===== src/rtl/spi_slave_fifo.sv =====
// SPI slave (any CPOL/CPHA) with RX/TX FIFOs; SPI inputs resynchronised to MClk, RX word reaches Rx_Valid 2 MClk after its last sample edge.
// Full RX FIFO drops words (sticky Rx_Overflow); empty TX FIFO at a load point sends TX_FILL (sticky Tx_Underrun).
module spi_slave_fifo #(
  parameter int                   DATA_BITS   = 8,
  parameter int                   RX_DEPTH    = 16,
  parameter int                   TX_DEPTH    = 16,
  parameter int                   CPOL        = 0,
  parameter int                   CPHA        = 0,
  parameter logic [DATA_BITS-1:0] TX_FILL     = '0,
  parameter int                   SYNC_STAGES = 2
) (
  input  logic                             MClk,
  input  logic                             SPI_Rst_Flag,
  input  logic                             SPI_SCLK,
  input  logic                             SPI_CSEL,
  input  logic                             SPI_MOSI,
  output logic                             SPI_MISO,
  output logic                             SPI_MISO_OE,
  output logic [DATA_BITS-1:0]             Rx_Data,
  output logic                             Rx_Valid,
  input  logic                             Rx_Ready,
  input  logic [DATA_BITS-1:0]             Tx_Data,
  input  logic                             Tx_Valid,
  output logic                             Tx_Ready,
  output logic [$clog2(RX_DEPTH+1)-1:0]    Rx_Count,
  output logic [$clog2(TX_DEPTH+1)-1:0]    Tx_Count,
  output logic                             Rx_Overflow,
  output logic                             Tx_Underrun,
  input  logic                             Clear_Status,
  output logic                             Busy,
  output logic                             Frame_Done
);

  localparam int BCW = $clog2(DATA_BITS);
  localparam int RAW = $clog2(RX_DEPTH);
  localparam int RCW = $clog2(RX_DEPTH + 1);
  localparam int TAW = $clog2(TX_DEPTH);
  localparam int TCW = $clog2(TX_DEPTH + 1);
  localparam logic [BCW-1:0] LAST_BIT = BCW'(DATA_BITS - 1);

  logic [SYNC_STAGES-1:0] sclk_sync_q, sclk_sync_d;
  logic [SYNC_STAGES-1:0] cs_sync_q, cs_sync_d;
  logic [SYNC_STAGES-1:0] mosi_sync_q, mosi_sync_d;
  logic                   sclk_prev_q, sclk_prev_d;
  logic                   cs_prev_q, cs_prev_d;
  logic                   busy_q, busy_d;
  logic                   frame_done_q, frame_done_d;
  logic [BCW-1:0]         bit_cnt_q, bit_cnt_d;
  logic [DATA_BITS-1:0]   rx_sr_q, rx_sr_d;
  logic                   rx_push_q, rx_push_d;
  logic [DATA_BITS-1:0]   tx_sr_q, tx_sr_d;
  logic                   rx_ovf_q, rx_ovf_d;
  logic                   tx_unr_q, tx_unr_d;

  logic [RAW-1:0]         rx_wr_ptr_q, rx_wr_ptr_d, rx_rd_ptr_q, rx_rd_ptr_d;
  logic [RCW-1:0]         rx_cnt_q, rx_cnt_d;
  logic [TAW-1:0]         tx_wr_ptr_q, tx_wr_ptr_d, tx_rd_ptr_q, tx_rd_ptr_d;
  logic [TCW-1:0]         tx_cnt_q, tx_cnt_d;
  logic [DATA_BITS-1:0]   rx_mem_q [RX_DEPTH];
  logic [DATA_BITS-1:0]   tx_mem_q [TX_DEPTH];

  logic sclk_s, cs_s, mosi_s;
  logic sclk_rise, sclk_fall, lead_edge, trail_edge;
  logic active, abort, cs_fall, sample_edge, shift_edge, load;
  logic rx_full, rx_empty, rx_pop, rx_push_ok;
  logic tx_full, tx_empty, tx_pop, tx_push;

  assign sclk_s     = sclk_sync_q[SYNC_STAGES-1];
  assign cs_s       = cs_sync_q[SYNC_STAGES-1];
  assign mosi_s     = mosi_sync_q[SYNC_STAGES-1];
  assign sclk_rise  = sclk_s && !sclk_prev_q;
  assign sclk_fall  = !sclk_s && sclk_prev_q;
  assign lead_edge  = (CPOL != 0) ? sclk_fall : sclk_rise;
  assign trail_edge = (CPOL != 0) ? sclk_rise : sclk_fall;

  // cs_prev_q resets low, so a frame only starts once CSEL has been seen high.
  assign cs_fall     = cs_prev_q && !cs_s;
  assign abort       = busy_q && cs_s;
  assign active      = busy_q && !cs_s;
  assign sample_edge = active && ((CPHA != 0) ? trail_edge : lead_edge);
  assign shift_edge  = active && ((CPHA != 0) ? lead_edge : trail_edge);
  assign load        = (shift_edge && (bit_cnt_q == '0)) || ((CPHA == 0) && cs_fall);

  assign rx_full    = (rx_cnt_q == RCW'(RX_DEPTH));
  assign rx_empty   = (rx_cnt_q == '0);
  assign rx_pop     = Rx_Ready && !rx_empty;
  assign rx_push_ok = rx_push_q && (!rx_full || rx_pop);
  assign tx_full    = (tx_cnt_q == TCW'(TX_DEPTH));
  assign tx_empty   = (tx_cnt_q == '0);
  assign tx_push    = Tx_Valid && !tx_full;
  assign tx_pop     = load && !tx_empty;

  always_comb begin
    sclk_sync_d  = {sclk_sync_q[SYNC_STAGES-2:0], SPI_SCLK};
    cs_sync_d    = {cs_sync_q[SYNC_STAGES-2:0], SPI_CSEL};
    mosi_sync_d  = {mosi_sync_q[SYNC_STAGES-2:0], SPI_MOSI};
    sclk_prev_d  = sclk_s;
    cs_prev_d    = cs_s;
    busy_d       = !cs_s && (busy_q || cs_fall);
    frame_done_d = abort;
    bit_cnt_d    = bit_cnt_q;
    rx_sr_d      = rx_sr_q;
    tx_sr_d      = tx_sr_q;
    rx_push_d    = 1'b0;

    if (abort) begin
      bit_cnt_d = '0;
      rx_sr_d   = '0;
      tx_sr_d   = '0;
    end else begin
      if (sample_edge) begin
        rx_sr_d = {rx_sr_q[DATA_BITS-2:0], mosi_s};
        if (bit_cnt_q == LAST_BIT) begin
          bit_cnt_d = '0;
          rx_push_d = 1'b1;
        end else begin
          bit_cnt_d = bit_cnt_q + 1'b1;
        end
      end
      if (load) begin
        tx_sr_d = tx_empty ? TX_FILL : tx_mem_q[tx_rd_ptr_q];
      end else if (shift_edge) begin
        tx_sr_d = {tx_sr_q[DATA_BITS-2:0], 1'b0};
      end
    end

    rx_wr_ptr_d = rx_wr_ptr_q + RAW'(rx_push_ok);
    rx_rd_ptr_d = rx_rd_ptr_q + RAW'(rx_pop);
    rx_cnt_d    = rx_cnt_q + RCW'(rx_push_ok) - RCW'(rx_pop);
    tx_wr_ptr_d = tx_wr_ptr_q + TAW'(tx_push);
    tx_rd_ptr_d = tx_rd_ptr_q + TAW'(tx_pop);
    tx_cnt_d    = tx_cnt_q + TCW'(tx_push) - TCW'(tx_pop);

    // A set event in the same cycle as Clear_Status wins.
    rx_ovf_d = (rx_push_q && rx_full && !rx_pop) || (rx_ovf_q && !Clear_Status);
    tx_unr_d = (load && tx_empty) || (tx_unr_q && !Clear_Status);
  end

  always_ff @(posedge MClk) begin
    if (SPI_Rst_Flag) begin
      sclk_sync_q  <= '0;
      cs_sync_q    <= '0;
      mosi_sync_q  <= '0;
      sclk_prev_q  <= 1'b0;
      cs_prev_q    <= 1'b0;
      busy_q       <= 1'b0;
      frame_done_q <= 1'b0;
      bit_cnt_q    <= '0;
      rx_sr_q      <= '0;
      rx_push_q    <= 1'b0;
      tx_sr_q      <= '0;
      rx_ovf_q     <= 1'b0;
      tx_unr_q     <= 1'b0;
      rx_wr_ptr_q  <= '0;
      rx_rd_ptr_q  <= '0;
      rx_cnt_q     <= '0;
      tx_wr_ptr_q  <= '0;
      tx_rd_ptr_q  <= '0;
      tx_cnt_q     <= '0;
    end else begin
      sclk_sync_q  <= sclk_sync_d;
      cs_sync_q    <= cs_sync_d;
      mosi_sync_q  <= mosi_sync_d;
      sclk_prev_q  <= sclk_prev_d;
      cs_prev_q    <= cs_prev_d;
      busy_q       <= busy_d;
      frame_done_q <= frame_done_d;
      bit_cnt_q    <= bit_cnt_d;
      rx_sr_q      <= rx_sr_d;
      rx_push_q    <= rx_push_d;
      tx_sr_q      <= tx_sr_d;
      rx_ovf_q     <= rx_ovf_d;
      tx_unr_q     <= tx_unr_d;
      rx_wr_ptr_q  <= rx_wr_ptr_d;
      rx_rd_ptr_q  <= rx_rd_ptr_d;
      rx_cnt_q     <= rx_cnt_d;
      tx_wr_ptr_q  <= tx_wr_ptr_d;
      tx_rd_ptr_q  <= tx_rd_ptr_d;
      tx_cnt_q     <= tx_cnt_d;
    end
  end

  // rx_sr_q still holds the completed word during the cycle rx_push_q is high.
  always_ff @(posedge MClk) begin
    if (rx_push_ok) rx_mem_q[rx_wr_ptr_q] <= rx_sr_q;
    if (tx_push)    tx_mem_q[tx_wr_ptr_q] <= Tx_Data;
  end

  assign SPI_MISO    = busy_q && tx_sr_q[DATA_BITS-1];
  assign SPI_MISO_OE = busy_q;
  assign Rx_Data     = rx_mem_q[rx_rd_ptr_q];
  assign Rx_Valid    = !rx_empty;
  assign Tx_Ready    = !tx_full;
  assign Rx_Count    = rx_cnt_q;
  assign Tx_Count    = tx_cnt_q;
  assign Rx_Overflow = rx_ovf_q;
  assign Tx_Underrun = tx_unr_q;
  assign Busy        = busy_q;
  assign Frame_Done  = frame_done_q;

endmodule


===== config.mk =====
export PLATFORM = sky130hd
export DESIGN_NAME = spi_slave_fifo
export DESIGN_NICKNAME = d
export VERILOG_FILES = /design/src/rtl/spi_slave_fifo.sv
export SDC_FILE = /design/constraint.sdc
export NUM_CORES = 1
export LEC_CHECK = 0
export ABC_AREA = 1
export BUFFER_PORTS_ARGS = -buffer_cell sky130_fd_sc_hd__buf_4
export CAP_MARGIN = 20
export CORE_AREA = 2 2 124 186
export DETAILED_ROUTE_END_ITERATION = 12
export DIE_AREA = 0 0 126 188
export GPL_ROUTABILITY_DRIVEN = 1
export PLACE_DENSITY_LB_ADDON = 0.25
export SYNTH_ARGS = -nofsm -noshare
export SYNTH_HDL_FRONTEND = slang
export SYNTH_SLANG_ARGS = --single-unit

===== constraint.sdc =====
create_clock -name MClk -period 4.9 [get_ports MClk]
set_input_delay 0.245 -clock MClk [delete_from_list [all_inputs] [get_ports MClk]]
set_output_delay 0.245 -clock MClk [all_outputs]
set_load 0.05 [all_outputs]

==> out/results.ini, run 1 <==
[worst_setup_path]
path_cells=inv_1, o21ai_0, o221ai_1, nand3_1, nand2_1, buf_4
path_buf_inv=2
r2r_end=Tx_Count[4]
cpPeakStageDelay_ns=0.69
path_class=reg2out
rr_worst_depth=16
critPathMaxFanout=32
setup.worst_path.end_class=output pin
regToRegSetupSlack_ns=2.11
required_ns=4.66
r2r-start=Busy
slowest_stage=inv_1
cp.arrival_ns=2.57
cp_top_family=buffers and inverters
crit_path_start_kind=register

[power]
ir_drop_mv=0.372
leakagePower_nw=5.77
power_mw=6.50
p_per_area_nw_per_um2=451

[drt]
drt_iter0_drc=668
firstDrtPassIters=5
postRouteAntennaNets=0
wire_per_inst_um=18.3
vias=8451
drc_errors=0
wl_mm=28.2
via_per_inst=5.49

[floorplan]
core_um2=22100
ios=42
row_count=67
fp.dieW_um=126
die_y_um=188
initial_utilization=0.591
die_area_um2=23700

[sta]
slew_headroom=0.277
period_minus_slack_ns=2.82
tns_ns=0
fin_ws_ns=2.08
hold_slack_ns=0.0159
drv_slew=0
tightestPinTransition_ns=1.08
finalHoldViolCount=0
setup_viol=0
period_share=0.575
rsz0062_at_grt=no
clock_skew_ns=0.0129
max_freq_ghz=0.355

[yosys]
synth_nets=1251
synth_edf_count=256
syn_avg_cell_area_um2=10.8
yosys.cell_types.count=34
yosys_warnings=0
ys_seq_area_frac=0.676
ys_ff_latch=314
syn_inst=1212
async_flop_share=0
syn_area_um2=13100
synthFlopType=edfxtp_1

[placed_design]
placed_area_um2=13500
dp_cells=1480
pre_cts_slack_ns=2.15
portBuffers=41
hpwl_mm=18.1
gp_congestion=0.840

[grt]
antenna_found_initial=0
grt_first_pass_wirelength_mm=44.7
gr-usage-all-layers=0.241
grt_pass1_vias=8605
grt.overflow.total=0
grt_start_max_net_pins=69

[clocking]
path_clk_slew_ns=0.06
clk_latency_ns=0.54
cts_tree=done
numCtsBuffers=29
htreeDepth=1
cts_setup_buffers=0
cts_max_path_buffers=3
clock_sinks=314
root_buffer=clkbuf_16

[cells_and_area]
layout_common_cells=edfxtp_1, nand2_1, nor2_1, inv_1, nand3_1
fin_cells=1538
final_layout_size_suffix_gt1_frac=0.0832
final_util=0.652
diodes=0
fillers=1734
syn_to_final_growth_pct=10.2
mostFrequentLayoutCell=edfxtp_1
fin_nets=1278
design_area_um2=14400

[worst_hold_path]
worstHoldEndpoint=Rx_Overflow
holdCritPathClass=in2reg
hp-start=Rx_Ready
holdPathStages=4

[run]
maxCapViolations=0

[run_status]
outcome=finished clean

power breakdown:
part	leakage, nW	switching, mW	internal, mW	total [mW]
logic	2.34	0.982	0.409	1.39
registers	2.99	0.0577	2.95	3.01
clock network	0.434	0.913	1.19	2.10
total	5.77	1.95	4.55	6.50
how the worst max path moves through the flow:
stage / start / endpoint / slack (ns) / cells after the start
after global placement: bit_cnt_q[0] / Tx_Count[4] / 2.24 / 16
final: rx_rd_ptr_q[1] / Rx_Data[4] / 2.08 / 6
after floorplan: Tx_Count[3] / Tx_Count[4] / 1.91 / 14
after detailed placement: Busy / Tx_Count[4] / 2.15 / 16
after CTS: rx_rd_ptr_q[1] / Rx_Data[4] / 2.00 / 6
after global routing: Busy / Tx_Count[4] / 1.76 / 16
registers in the layout (all words and copies together), names as in the netlist, 2 cells and up:
register / cells
Rx_Count: 5
Tx_Count: 5
bit_cnt_q: 3
cs_sync_q: 2
mosi_sync_q: 2
rx_mem_q: 128
rx_rd_ptr_q: 4
rx_sr_q: 8
rx_wr_ptr_q: 4
sclk_sync_q: 2
tx_mem_q: 128
tx_rd_ptr_q: 4
tx_sr_q: 8
tx_wr_ptr_q: 4
routing by layer:
layer	routed length (µm)	share of wire	GRT usage	up-vias
met5	0	0	0	-
met4	930	0.033	0.0913	0
met3	1020	0.036	0.0240	47
met2	15800	0.56	0.468	221
met1	10400	0.37	0.269	4031
li1	-	-	-	4152
repair_timing:
item,in CTS,in global routing
hold buffers,3,0
resized for setup,0,0
endpoints found under the hold margin,3,0
Yosys cell counts, types with 2 or more instances:
library cell | n | area share
dfxtp_1 | 58 | 0.089
nor3_1 | 2 | 0.00076
nand3_1 | 114 | 0.044
o22ai_1 | 7 | 0.0033
edfxtp_1 | 256 | 0.59
o21ai_1 | 2 | 0.00076
buf_2 | 20 | 0.0076
inv_1 | 148 | 0.042
fa_1 | 2 | 0.0031
o221ai_1 | 25 | 0.017
nor2_1 | 153 | 0.044
a21oi_1 | 24 | 0.0092
clkbuf_1 | 23 | 0.0066
buf_4 | 4 | 0.0023
inv_2 | 5 | 0.0014
nand4_1 | 2 | 0.00096
xnor2_1 | 5 | 0.0033
nand2_2 | 2 | 0.00096
o21ai_0 | 91 | 0.035
nand2_1 | 212 | 0.061
buf_6 | 4 | 0.0034
o211ai_1 | 8 | 0.0046
a21oi_2 | 8 | 0.0054
ha_1 | 21 | 0.020
clkinv_1 | 3 | 0.00086
nor2_4 | 2 | 0.0017
buf_1 | 3 | 0.00086
xor2_1 | 2 | 0.0013
worst min-delay path: stages:
cell and delay, ns:
buf_4 0.09, nor4_1 0.06, nand2_1 0.05, a21oi_1 0.05
cells by family (layout without fill, tap and decap cells):
| logic type | after synthesis | after routing | share of synthesized area |
|---|---|---|---|
| flip-flops | 314 | 314 | 0.676 |
| buffers and inverters | 211 | 261 | 0.0661 |
| AO/OA/AOI/OAI | 167 | 167 | 0.0759 |
| adder cells (fa/ha/maj) | 23 | 23 | 0.0231 |
| XOR/XNOR | 7 | 7 | 0.00468 |
| AND/OR/NAND/NOR | 490 | 490 | 0.154 |
final cells by class:
class | count | area, µm² | share of cell area
Clock buffer | 36 | 752 | 0.0521
Tap cell | 276 | 345 | 0.0239
Timing Repair Buffer | 50 | 383 | 0.0265
Clock inverter | 18 | 131 | 0.00910
Multi-Input combinational cell | 687 | 3380 | 0.234
Inverter | 157 | 592 | 0.0410
Sequential cell | 314 | 8850 | 0.613
Note: power is estimated with default switching activity, not from simulation.
==> inputs of run 2 (changes only) <==
==> constraint.sdc (replaced) <==
create_clock -name MClk -period 2.8 [get_ports MClk]
set_input_delay 0.14 -clock MClk [delete_from_list [all_inputs] [get_ports MClk]]
set_output_delay 0.14 -clock MClk [all_outputs]
set_load 0.05 [all_outputs]
==> run 2 against run 1 <==
  * Cell count up 3.1%
  * Sequential cell count unchanged
  * Critical endpoint is now Rx_Data[3]
  * Via count up 3.9%
  * Clock power up 75%
  * Clock-buffer cell count down 3
  * Clock skew up 0.0074 ns
  * Die area unchanged
  * Hold slack better by 0.0069 ns
  * Sequential share of layout area down 1.7 points
==> out/results.ini, run 2 (synthesis gave the netlist of run 1 again) <==
[run_status]
outcome=finished clean

[worst_setup_path]
path_class=reg2out
cpPeakStageDelay_ns=0.40
critPathMaxFanout=65
slowest_stage=o221ai_1
required_ns=2.66
setup.worst_path.end_class=output pin
cp.arrival_ns=2.38
crit_path_start_kind=register
path_cells=buf_6, o21ai_0, o221ai_1, o211ai_1, nand2_1, buf_4

[power]
p_per_area_nw_per_um2=770
leakagePower_nw=6.02
ir_drop_mv=0.647

[clocking]
cts_max_path_buffers=3
htreeDepth=1
clk_latency_ns=0.54
root_buffer=clkbuf_16
cts_tree=done
numCtsBuffers=28
clock_sinks=314
path_clk_slew_ns=0.06

[sta]
finalHoldViolCount=0
setup_viol=0
slew_headroom=0.479
max_freq_ghz=0.396
hold_slack_ns=0.0229
clock_skew_ns=0.0202
tightestPinTransition_ns=0.779
drv_slew=0
period_minus_slack_ns=2.52
period_share=0.901
rsz0062_at_grt=no
fin_ws_ns=0.277
tns_ns=0

[floorplan]
die_y_um=188
fp.dieW_um=126
core_um2=22100
row_count=67
ios=42
die_area_um2=23700
initial_utilization=0.591

[cells_and_area]
syn_to_final_growth_pct=13.5
diodes=0
final_layout_size_suffix_gt1_frac=0.116
fin_nets=1326
mostFrequentLayoutCell=edfxtp_1
reg_top3=rx_mem_q: 128 flops, tx_mem_q: 128 flops
layout_common_cells=edfxtp_1, nand2_1, nor2_1, inv_1, nand3_1
design_area_um2=14900
fillers=1643

[placed_design]
gp_congestion=0.875
portBuffers=41
hpwl_mm=19.8
pre_cts_slack_ns=0.327
placed_area_um2=13800

[grt]
antenna_found_initial=0
grt_start_max_net_pins=66
grt_first_pass_wirelength_mm=46.0
gr-usage-all-layers=0.253
grt.overflow.total=0
grt_pass1_vias=8771

[drt]
firstDrtPassIters=5
vias=8780
wire_per_inst_um=18.9
postRouteAntennaNets=0
via_per_inst=5.54
drc_errors=0
drt_iter0_drc=851
wl_mm=29.9

[run]
maxCapViolations=0

[worst_hold_path]
holdCritPathClass=in2reg

[run 2: final timing paths]
check,startpoint,end,slack (ns),cells after the start
min reg2reg,mosi_sync_q[0],mosi_sync_q[1],0.43,2
min,SPI_Rst_Flag,tx_rd_ptr_q[3],0.02,2
max,rx_rd_ptr_q[0],Rx_Data[3],0.28,6
max reg2reg,bit_cnt_q[0],Tx_Count[4],0.30,16
[run 2: per-layer routing]
metal | GRT usage | routed length (µm) | vias to the layer above
li1 | - | - | 4254
met1 | 0.269 | 10500 | 4167
met2 | 0.495 | 16800 | 280
met3 | 0.0260 | 1310 | 79
met4 | 0.112 | 1340 | 0
met5 | 0 | 0 | -
[run 2: layout make-up]
class | count | area (µm²) | share of cell area
Multi-Input combinational cell | 687 | 3380 | 0.227
Clock buffer | 33 | 741 | 0.0499
Timing Repair Buffer | 99 | 792 | 0.0533
Tap cell | 276 | 345 | 0.0233
Sequential cell | 314 | 8860 | 0.597
Clock inverter | 19 | 143 | 0.00960
Inverter | 157 | 592 | 0.0398
[run 2: critical path: cells and delay by family, from the launching register on]
family | cells | cell delay (ns)
buffers and inverters | 2 | 0.57
DFF | 1 | 0.34
AOI/OAI and AO/OA | 3 | 0.77
and+or+nand+nor | 1 | 0.12
[run 2: metrics by stage]
step	instances	util	power (mW)
6_report	1585	0.671	11.4
4_1_cts	1585	0.671	11.5
5_1_grt	1585	0.671	11.9
3_5_place_dp	1520	0.625	7.84
3_3_place_gp	1520	0.625	7.77
2_1_floorplan	1212	-	7.11
[run 2: power by group]
group | leakage (nW) | switching [mW] | internal, mW
Combinational | 2.60 | 1.70 | 0.775
Sequential | 2.99 | 0.111 | 5.18
Clock | 0.427 | 1.60 | 2.07
Total | 6.02 | 3.41 | 8.02
[run 2: repair_timing]
action                                  CTS  global route
gates resized for setup                   0             1
endpoints found under the setup margin    0             1
endpoints found under the hold margin   133             0
setup buffers                             0             0
hold buffers                             13             0
